File: src/rtl/bin2bcd_seq.sv
// Sequential 14-bit binary to 4-digit BCD converter (double dabble, one bit per clock).
// Values above 9999 report all-F digits with ovf set, after the same fixed latency.
module bin2bcd_seq (
    input  logic        clk,
    input  logic        rst_n,
    input  logic        start,
    input  logic [13:0] bin,
    output logic        busy,
    output logic        done,
    output logic        ovf,
    output logic [3:0]  bcd3,
    output logic [3:0]  bcd2,
    output logic [3:0]  bcd1,
    output logic [3:0]  bcd0
);

    typedef enum logic {IDLE, SHIFT} state_t;

    state_t      state_q, state_d;
    logic [13:0] sr_q, sr_d;
    logic [15:0] scr_q, scr_d;
    logic [3:0]  cnt_q, cnt_d;
    logic        ovfp_q, ovfp_d;
    logic        done_q, done_d;
    logic        ovf_q, ovf_d;
    logic [15:0] dig_q, dig_d;
    logic [29:0] step;

    function automatic logic [15:0] add3(input logic [15:0] s);
        logic [15:0] r;
        r = s;
        for (int i = 0; i < 4; i++) begin
            if (s[i*4 +: 4] >= 4'd5)
                r[i*4 +: 4] = s[i*4 +: 4] + 4'd3;
        end
        return r;
    endfunction

    always_comb begin
        state_d = state_q;
        sr_d    = sr_q;
        scr_d   = scr_q;
        cnt_d   = cnt_q;
        ovfp_d  = ovfp_q;
        done_d  = 1'b0;
        ovf_d   = ovf_q;
        dig_d   = dig_q;
        step    = {add3(scr_q), sr_q} << 1;

        case (state_q)
            IDLE: begin
                if (start) begin
                    sr_d    = bin;
                    scr_d   = 16'h0000;
                    cnt_d   = 4'd0;
                    ovfp_d  = (bin > 14'd9999);
                    state_d = SHIFT;
                end
            end
            SHIFT: begin
                scr_d = step[29:14];
                sr_d  = step[13:0];
                cnt_d = cnt_q + 4'd1;
                // Last iteration: publish the result on the same edge the final shift lands.
                if (cnt_q == 4'd13) begin
                    state_d = IDLE;
                    done_d  = 1'b1;
                    if (ovfp_q) begin
                        dig_d = 16'hFFFF;
                        ovf_d = 1'b1;
                    end else begin
                        dig_d = step[29:14];
                        ovf_d = 1'b0;
                    end
                end
            end
            default: state_d = IDLE;
        endcase
    end

    always_ff @(posedge clk or negedge rst_n) begin
        if (!rst_n) begin
            state_q <= IDLE;
            sr_q    <= 14'h0000;
            scr_q   <= 16'h0000;
            cnt_q   <= 4'd0;
            ovfp_q  <= 1'b0;
            done_q  <= 1'b0;
            ovf_q   <= 1'b0;
            dig_q   <= 16'h0000;
        end else begin
            state_q <= state_d;
            sr_q    <= sr_d;
            scr_q   <= scr_d;
            cnt_q   <= cnt_d;
            ovfp_q  <= ovfp_d;
            done_q  <= done_d;
            ovf_q   <= ovf_d;
            dig_q   <= dig_d;
        end
    end

    assign busy = (state_q == SHIFT);
    assign done = done_q;
    assign ovf  = ovf_q;
    assign bcd3 = dig_q[15:12];
    assign bcd2 = dig_q[11:8];
    assign bcd1 = dig_q[7:4];
    assign bcd0 = dig_q[3:0];

endmodule
File: config.mk
export PLATFORM = sky130hd
export DESIGN_NAME = bin2bcd_seq
export DESIGN_NICKNAME = d
export VERILOG_FILES = /design/src/rtl/bin2bcd_seq.sv
export SDC_FILE = /design/constraint.sdc
export NUM_CORES = 1
export LEC_CHECK = 0
export ABC_AREA = 1
export CORE_ASPECT_RATIO = 1.5
export CORE_MARGIN = 1
export CORE_UTILIZATION = 46
export DETAILED_ROUTE_END_ITERATION = 12
export PLACE_DENSITY = 0.69
export SYNTH_ARGS = -nofsm -noshare
export SYNTH_HDL_FRONTEND = slang
export SYNTH_SLANG_ARGS = --single-unit
File: constraint.sdc
create_clock -name clk -period 4.1 [get_ports clk]
set_input_delay 0.615 -clock clk [delete_from_list [all_inputs] [get_ports clk]]
set_output_delay 0.615 -clock clk [all_outputs]
set_load 0.01 [all_outputs]
==> impl_metrics.py, run 1 <==
metrics = {
    "run": {
        "maxCapViolCount": 0,
    },
    "floorplanning": {
        "io-pin-count": 36,
        "core_area_mm2": 0.00557,
        "initial_core_util_pct": 48.6,
        "dieArea_mm2": 0.00621,
        "dieHeight_um": 96.0,
        "die_x_um": 64.7,
        "rows": 33,
    },
    "power_and_ir_drop": {
        "switching_share_pct": 40.0,
        "p_leak_nw": 1.55,
        "p_per_area_mw_per_mm2": 735,
        "intPower_mw": 1.41,
        "power.switching_uw": 943,
        "peakVddDrop_v": 0.000335,
        "combPwrFrac_pct": 45.9,
        "finalPower_mw": 2.35,
        "p_seq_share_pct": 38.9,
        "clock_power_share_pct": 15.3,
    },
    "critical_path": {
        "path_class": "reg2out",
        "arrival_ns": 1.78,
        "crit_chain": "clkdlybuf4s50_1",
        "cp_max_fo": 19,
        "cp_slowest_cell": "dfrtp_1",
        "path_delay_family": "flip-flops",
        "cp-start-kind": "register",
        "slowest_delay_ns": 0.80,
        "cp.required_ns": 3.48,
        "critPathBufInv": 1,
        "r2r_slack_ns": 1.88,
        "worstSetupEndpointType": "output pin",
    },
    "synth": {
        "synth_top_area_cell": "dfrtp_1",
        "ys_types": 26,
        "synth_top_cell_area_share_pct": 49.9,
        "synth_cells": 325,
        "syn_avg_cell_area_um2": 8.33,
        "ys_seq_area_share_pct": 49.9,
        "synthTopCellsByArea": "dfrtp_1 50%, nand2_1 12%, inv_1 6.8%",
        "ys_seq_elements": 54,
        "synth_area_mm2": 0.00271,
        "syn-num-nets": 352,
        "ys_warn_count": 0,
    },
    "placed_design": {
        "portBuffers": 35,
        "placed_cell_area_mm2": 0.00309,
        "placed_cells": 423,
        "dp_worst_setup_slack_ns": 1.81,
        "place.gp.congestion": 0.830,
        "post-dp-hpwl_mm": 3.75,
    },
    "cts": {
        "cts.htree.levels": 2,
        "cts_tree": "done",
        "cts_sinks": 54,
        "cts_setup_buffers": 0,
        "numCtsBuffers": 5,
        "hold_buffers": 0,
        "clock_latency_ns": 0.30,
        "ctsResizeCount": 0,
        "path_clk_slew_ns": 0.09,
        "clockBufferDepth": 2,
        "clockRootBuffer": "clkbuf_8",
    },
    "timing": {
        "period_needed_ns": 2.40,
        "tightest_slew_ns": 0.794,
        "fin_skew_ns": 0.00800,
        "worst_slack_ns": 1.70,
        "max_freq_ghz": 0.417,
        "hold_violations": 0,
        "setup_viol": 0,
        "maxSlewViolCount": 0,
        "fin_tns_setup_ns": 0,
        "whs_ns": 0.300,
        "slew_headroom_pct": 47.0,
        "fin_crit_sh_pct": 58.5,
        "rsz0062_at_grt": "false",
    },
    "grt": {
        "grt_antenna_before_repair": 0,
        "track_usage_pct": 18.5,
        "grt_max_degree": 29,
        "grt_pass1_wl_mm": 8.74,
        "grt_pass1_vias": 2098,
        "gr-total-overflow": 0,
    },
    "routing": {
        "wl_mm": 5.03,
        "ant_nets": 0,
        "routed_via_density": 5.00,
        "drc": 0,
        "vias": 2151,
        "routedWlPerCell_um": 11.7,
        "first_pass_iters": 4,
        "drt_iter0_markers": 84,
    },
    "layout": {
        "num_antenna_cells": 0,
        "layout_common_cells": "89 x nand2_1, 54 x dfrtp_1, 49 x inv_1, 34 x clkdlybuf4s50_1, 24 x nand3_1",
        "nNetsFinal": 387,
        "stdcell_area_mm2": 0.00320,
        "layout_commonest_cell": "nand2_1",
        "drive_above_1_share_pct": 5.56,
        "fin_util_pct": 57.5,
        "stdcell_count": 430,
        "area_delta_synth_final_pct": 18.2,
    },
    "status": {
        "status": "finished clean",
    },
    "min_path": {
        "hold_path.class": "in2async",
    },
}
[flip-flops by register name, summed over array words and instances, names as in the netlist]
register,cells
dig_q,16
busy,1
scr_q,16
done,1
ovf,1
cnt_q,4
ovfp_q,1
sr_q,14
[power groups by stage]
stage          combinational, mW  clock (mW)  sequential (mW)
2_1_floorplan              0.749           0            0.918
3_3_place_gp                1.05           0            0.922
3_5_place_dp                1.08           0            0.929
4_1_cts                     1.09       0.373            0.918
5_1_grt                     1.24       0.392            0.942
6_report                    1.08       0.360            0.915
[kinds of logic (layout without fill, tap and decap cells)]
logic type	count (synthesis)	in the layout	share of synthesized area (%)
AND/OR/NAND/NOR	152	152	25.1
buffers and inverters	62	97	9.93
flip-flops	54	54	49.9
AO/OA/AOI/OAI	46	46	10.1
adder cells (fa/ha/maj)	10	10	4.62
XOR/XNOR	1	1	0.323
[worst register-to-register path: cells and delay by family (launching register included)]
family / cells / cell delay [ns]
AO/OA/AOI/OAI: 1 / 0.09
flip-flops: 1 / 0.80
buffers and inverters: 2 / 0.45
AND/OR/NAND/NOR: 2 / 0.77
[cell usage after synthesis]
cell / count
o211ai_1: 7
inv_4: 3
buf_6: 3
buf_4: 1
nand2_8: 1
nand3_1: 24
or2_2: 3
dfrtp_1: 54
inv_2: 2
nand2_4: 1
inv_1: 49
nor2_1: 20
a21oi_1: 7
or2_1: 7
buf_2: 1
nand4_1: 6
o22ai_1: 6
o221ai_1: 5
o21ai_1: 2
nor2_8: 1
nand2_1: 89
o21ai_0: 19
xnor2_1: 1
clkbuf_2: 1
ha_1: 10
clkbuf_1: 2
[cell type report]
class / instances / area, µm²
Multi-Input combinational cell: 209 / 1090
Timing Repair Buffer: 36 / 353
Clock buffer: 6 / 82.6
Sequential cell: 54 / 1350
Inverter: 54 / 210
Tap cell: 70 / 87.6
Clock inverter: 1 / 30.0
Fill cell: 538 / 2370
[layer usage]
layer	wire length [µm]	vias up	share of wire, %	GRT usage [%]
li1	-	1105	-	-
met1	2180	989	43	19.8
met2	2620	46	52	34.7
met3	137	11	2.7	3.67
met4	94	0	1.9	7.96
met5	0	-	0	0
[worst paths after layout]
check                                     startpoint                    to  cells past startpoint
worst max-delay path                  busy$_DFF_PN0_                  busy                      1
worst min-delay path                           rst_n  scr_q[5]$_DFFE_PN0P_                      1
worst max register to register        busy$_DFF_PN0_   sr_q[6]$_DFFE_PN0P_                      5
worst min register to register  sr_q[10]$_DFFE_PN0P_  sr_q[10]$_DFFE_PN0P_                      2
max in group asynchronous                      rst_n  scr_q[4]$_DFFE_PN0P_                      2
min in group clk                sr_q[10]$_DFFE_PN0P_  sr_q[10]$_DFFE_PN0P_                      2
No activity file was read; power rests on OpenSTA's default activity.
==> run 2, diff against run 1 <==
==> constraint.sdc (replaced) <==
create_clock -name clk -period 2.5 [get_ports clk]
set_input_delay 0.375 -clock clk [delete_from_list [all_inputs] [get_ports clk]]
set_output_delay 0.375 -clock clk [all_outputs]
set_load 0.01 [all_outputs]
==> impl_metrics.py, run 2 (same netlist as run 1, synthesis figures left out) <==
metrics = {
    "cts": {
        "clockBufferDepth": 2,
        "path_clk_slew_ns": 0.09,
        "clock_latency_ns": 0.31,
        "hold_buffers": 0,
        "clockRootBuffer": "clkbuf_8",
        "cts.htree.levels": 2,
        "cts_setup_buffers": 0,
        "numCtsBuffers": 5,
        "cts_tree": "done",
        "ctsResizeCount": 0,
        "cts_sinks": 54,
    },
    "layout": {
        "drive_above_1_share_pct": 6.32,
        "num_antenna_cells": 0,
        "top_regs": "dig_q: 16 flops, scr_q: 16 flops, sr_q: 14 flops",
        "stdcell_area_mm2": 0.00320,
        "area_delta_synth_final_pct": 18.3,
        "layout_commonest_cell": "nand2_1",
        "nNetsFinal": 390,
        "layout_common_cells": "89 x nand2_1, 54 x dfrtp_1, 49 x inv_1, 34 x clkdlybuf4s50_1, 24 x nand3_1",
    },
    "routing": {
        "first_pass_iters": 4,
        "drt_iter0_markers": 84,
        "wl_mm": 5.27,
        "vias": 2177,
        "drc": 0,
        "routed_via_density": 5.02,
        "ant_nets": 0,
        "routedWlPerCell_um": 12.1,
    },
    "critical_path": {
        "cp.required_ns": 2.12,
        "r2r_slack_ns": 0.99,
        "cp_slowest_cell": "clkdlybuf4s50_1",
        "cp_max_fo": 6,
        "crit_chain": "clkdlybuf4s50_1",
        "r2r_start": "busy$_DFF_PN0_",
        "critPathBufInv": 1,
        "slowest_delay_ns": 0.59,
        "reg2reg_to": "dig_q[4]$_DFFE_PN0P_",
        "worstSetupEndpointType": "output pin",
        "arrival_ns": 1.38,
        "path_class": "reg2out",
        "cp-start-kind": "register",
        "path_delay_family": "buffers and inverters",
        "worstSetupPathDepth": 1,
        "r2r_cells": 8,
    },
    "power_and_ir_drop": {
        "p_per_area_mw_per_mm2": 1180,
        "finalPower_mw": 3.79,
        "peakVddDrop_v": 0.000467,
        "p_leak_nw": 1.56,
    },
    "floorplanning": {
        "dieHeight_um": 96.0,
        "dieArea_mm2": 0.00621,
        "io-pin-count": 36,
        "core_area_mm2": 0.00557,
        "die_x_um": 64.7,
        "initial_core_util_pct": 48.6,
        "rows": 33,
    },
    "grt": {
        "gr-total-overflow": 0,
        "grt_pass1_vias": 2145,
        "grt_max_degree": 55,
        "grt_antenna_before_repair": 0,
        "grt_pass1_wl_mm": 9.35,
        "track_usage_pct": 20.1,
    },
    "run": {
        "maxCapViolCount": 0,
    },
    "timing": {
        "hold_violations": 0,
        "setup_viol": 0,
        "period_needed_ns": 1.75,
        "worst_slack_ns": 0.749,
        "fin_skew_ns": 0.00680,
        "fin_tns_setup_ns": 0,
        "slew_headroom_pct": 55.5,
        "maxSlewViolCount": 0,
        "rsz0062_at_grt": "false",
        "tightest_slew_ns": 0.667,
        "max_freq_ghz": 0.571,
        "fin_crit_sh_pct": 70.0,
    },
    "status": {
        "status": "finished clean",
    },
    "placed_design": {
        "placed_cell_area_mm2": 0.00311,
        "portBuffers": 35,
        "dp_worst_setup_slack_ns": 0.869,
        "post-dp-hpwl_mm": 3.80,
        "place.gp.congestion": 0.845,
    },
    "min_path": {
        "hold_path.class": "in2async",
    },
}
## run 2: cell count changes in the layout (fill, tap and decap cells not counted)
cell / delta
buf_4: +3
bufinv_16: -1
clkbuf_1: +1
clkinv_2: +1
## run 2: how the worst max path moves through the flow
| stage | start | to | slack [ns] |
|---|---|---|---|
| after floorplan | cnt_q[0]$_DFFE_PN0P_ | dig_q[5]$_DFFE_PN0P_ | 1.14 |
| after global placement | start | sr_q[6]$_DFFE_PN0P_ | 0.91 |
| after detailed placement | start | sr_q[9]$_DFFE_PN0P_ | 0.87 |
| after CTS | busy$_DFF_PN0_ | busy | 0.73 |
| after global routing | busy$_DFF_PN0_ | busy | 0.67 |
| final | busy$_DFF_PN0_ | busy | 0.75 |
## run 2: cell type report
| type | instances | area (µm²) |
|---|---|---|
| fillers | 526 | 2370 |
| clock inverters | 1 | 5.00 |
| clock buffers | 7 | 86.3 |
| flip-flops and latches | 54 | 1350 |
| well taps | 70 | 87.6 |
| repair buffers | 39 | 375 |
| inverters | 54 | 210 |
| multi-input cells | 209 | 1090 |
## run 2: metrics by stage
step | hold slack, ns | cells | utilization, %
after floorplan | 0.0794 | 325 | -
after global placement | 0.473 | 426 | 55.8
after detailed placement | 0.475 | 426 | 55.8
after CTS | 0.206 | 434 | 57.5
after global routing | 0.244 | 434 | 57.5
final | 0.187 | 434 | 57.5
## run 2: per-layer routing
layer | track usage, % | wire length, µm | up-vias
met3 | 4.03 | 179 | 6
li1 | - | - | 1107
met2 | 36.8 | 2740 | 48
met5 | 0 | 0 | -
met1 | 22.2 | 2260 | 1016
met4 | 8.70 | 88 | 0
## run 2: power by group
part           switching, mW  total [mW]  internal (mW)
clock network          0.270       0.494          0.224
registers              0.236        1.48           1.25
logic                   1.05        1.81          0.762
total                   1.56        3.79           2.23
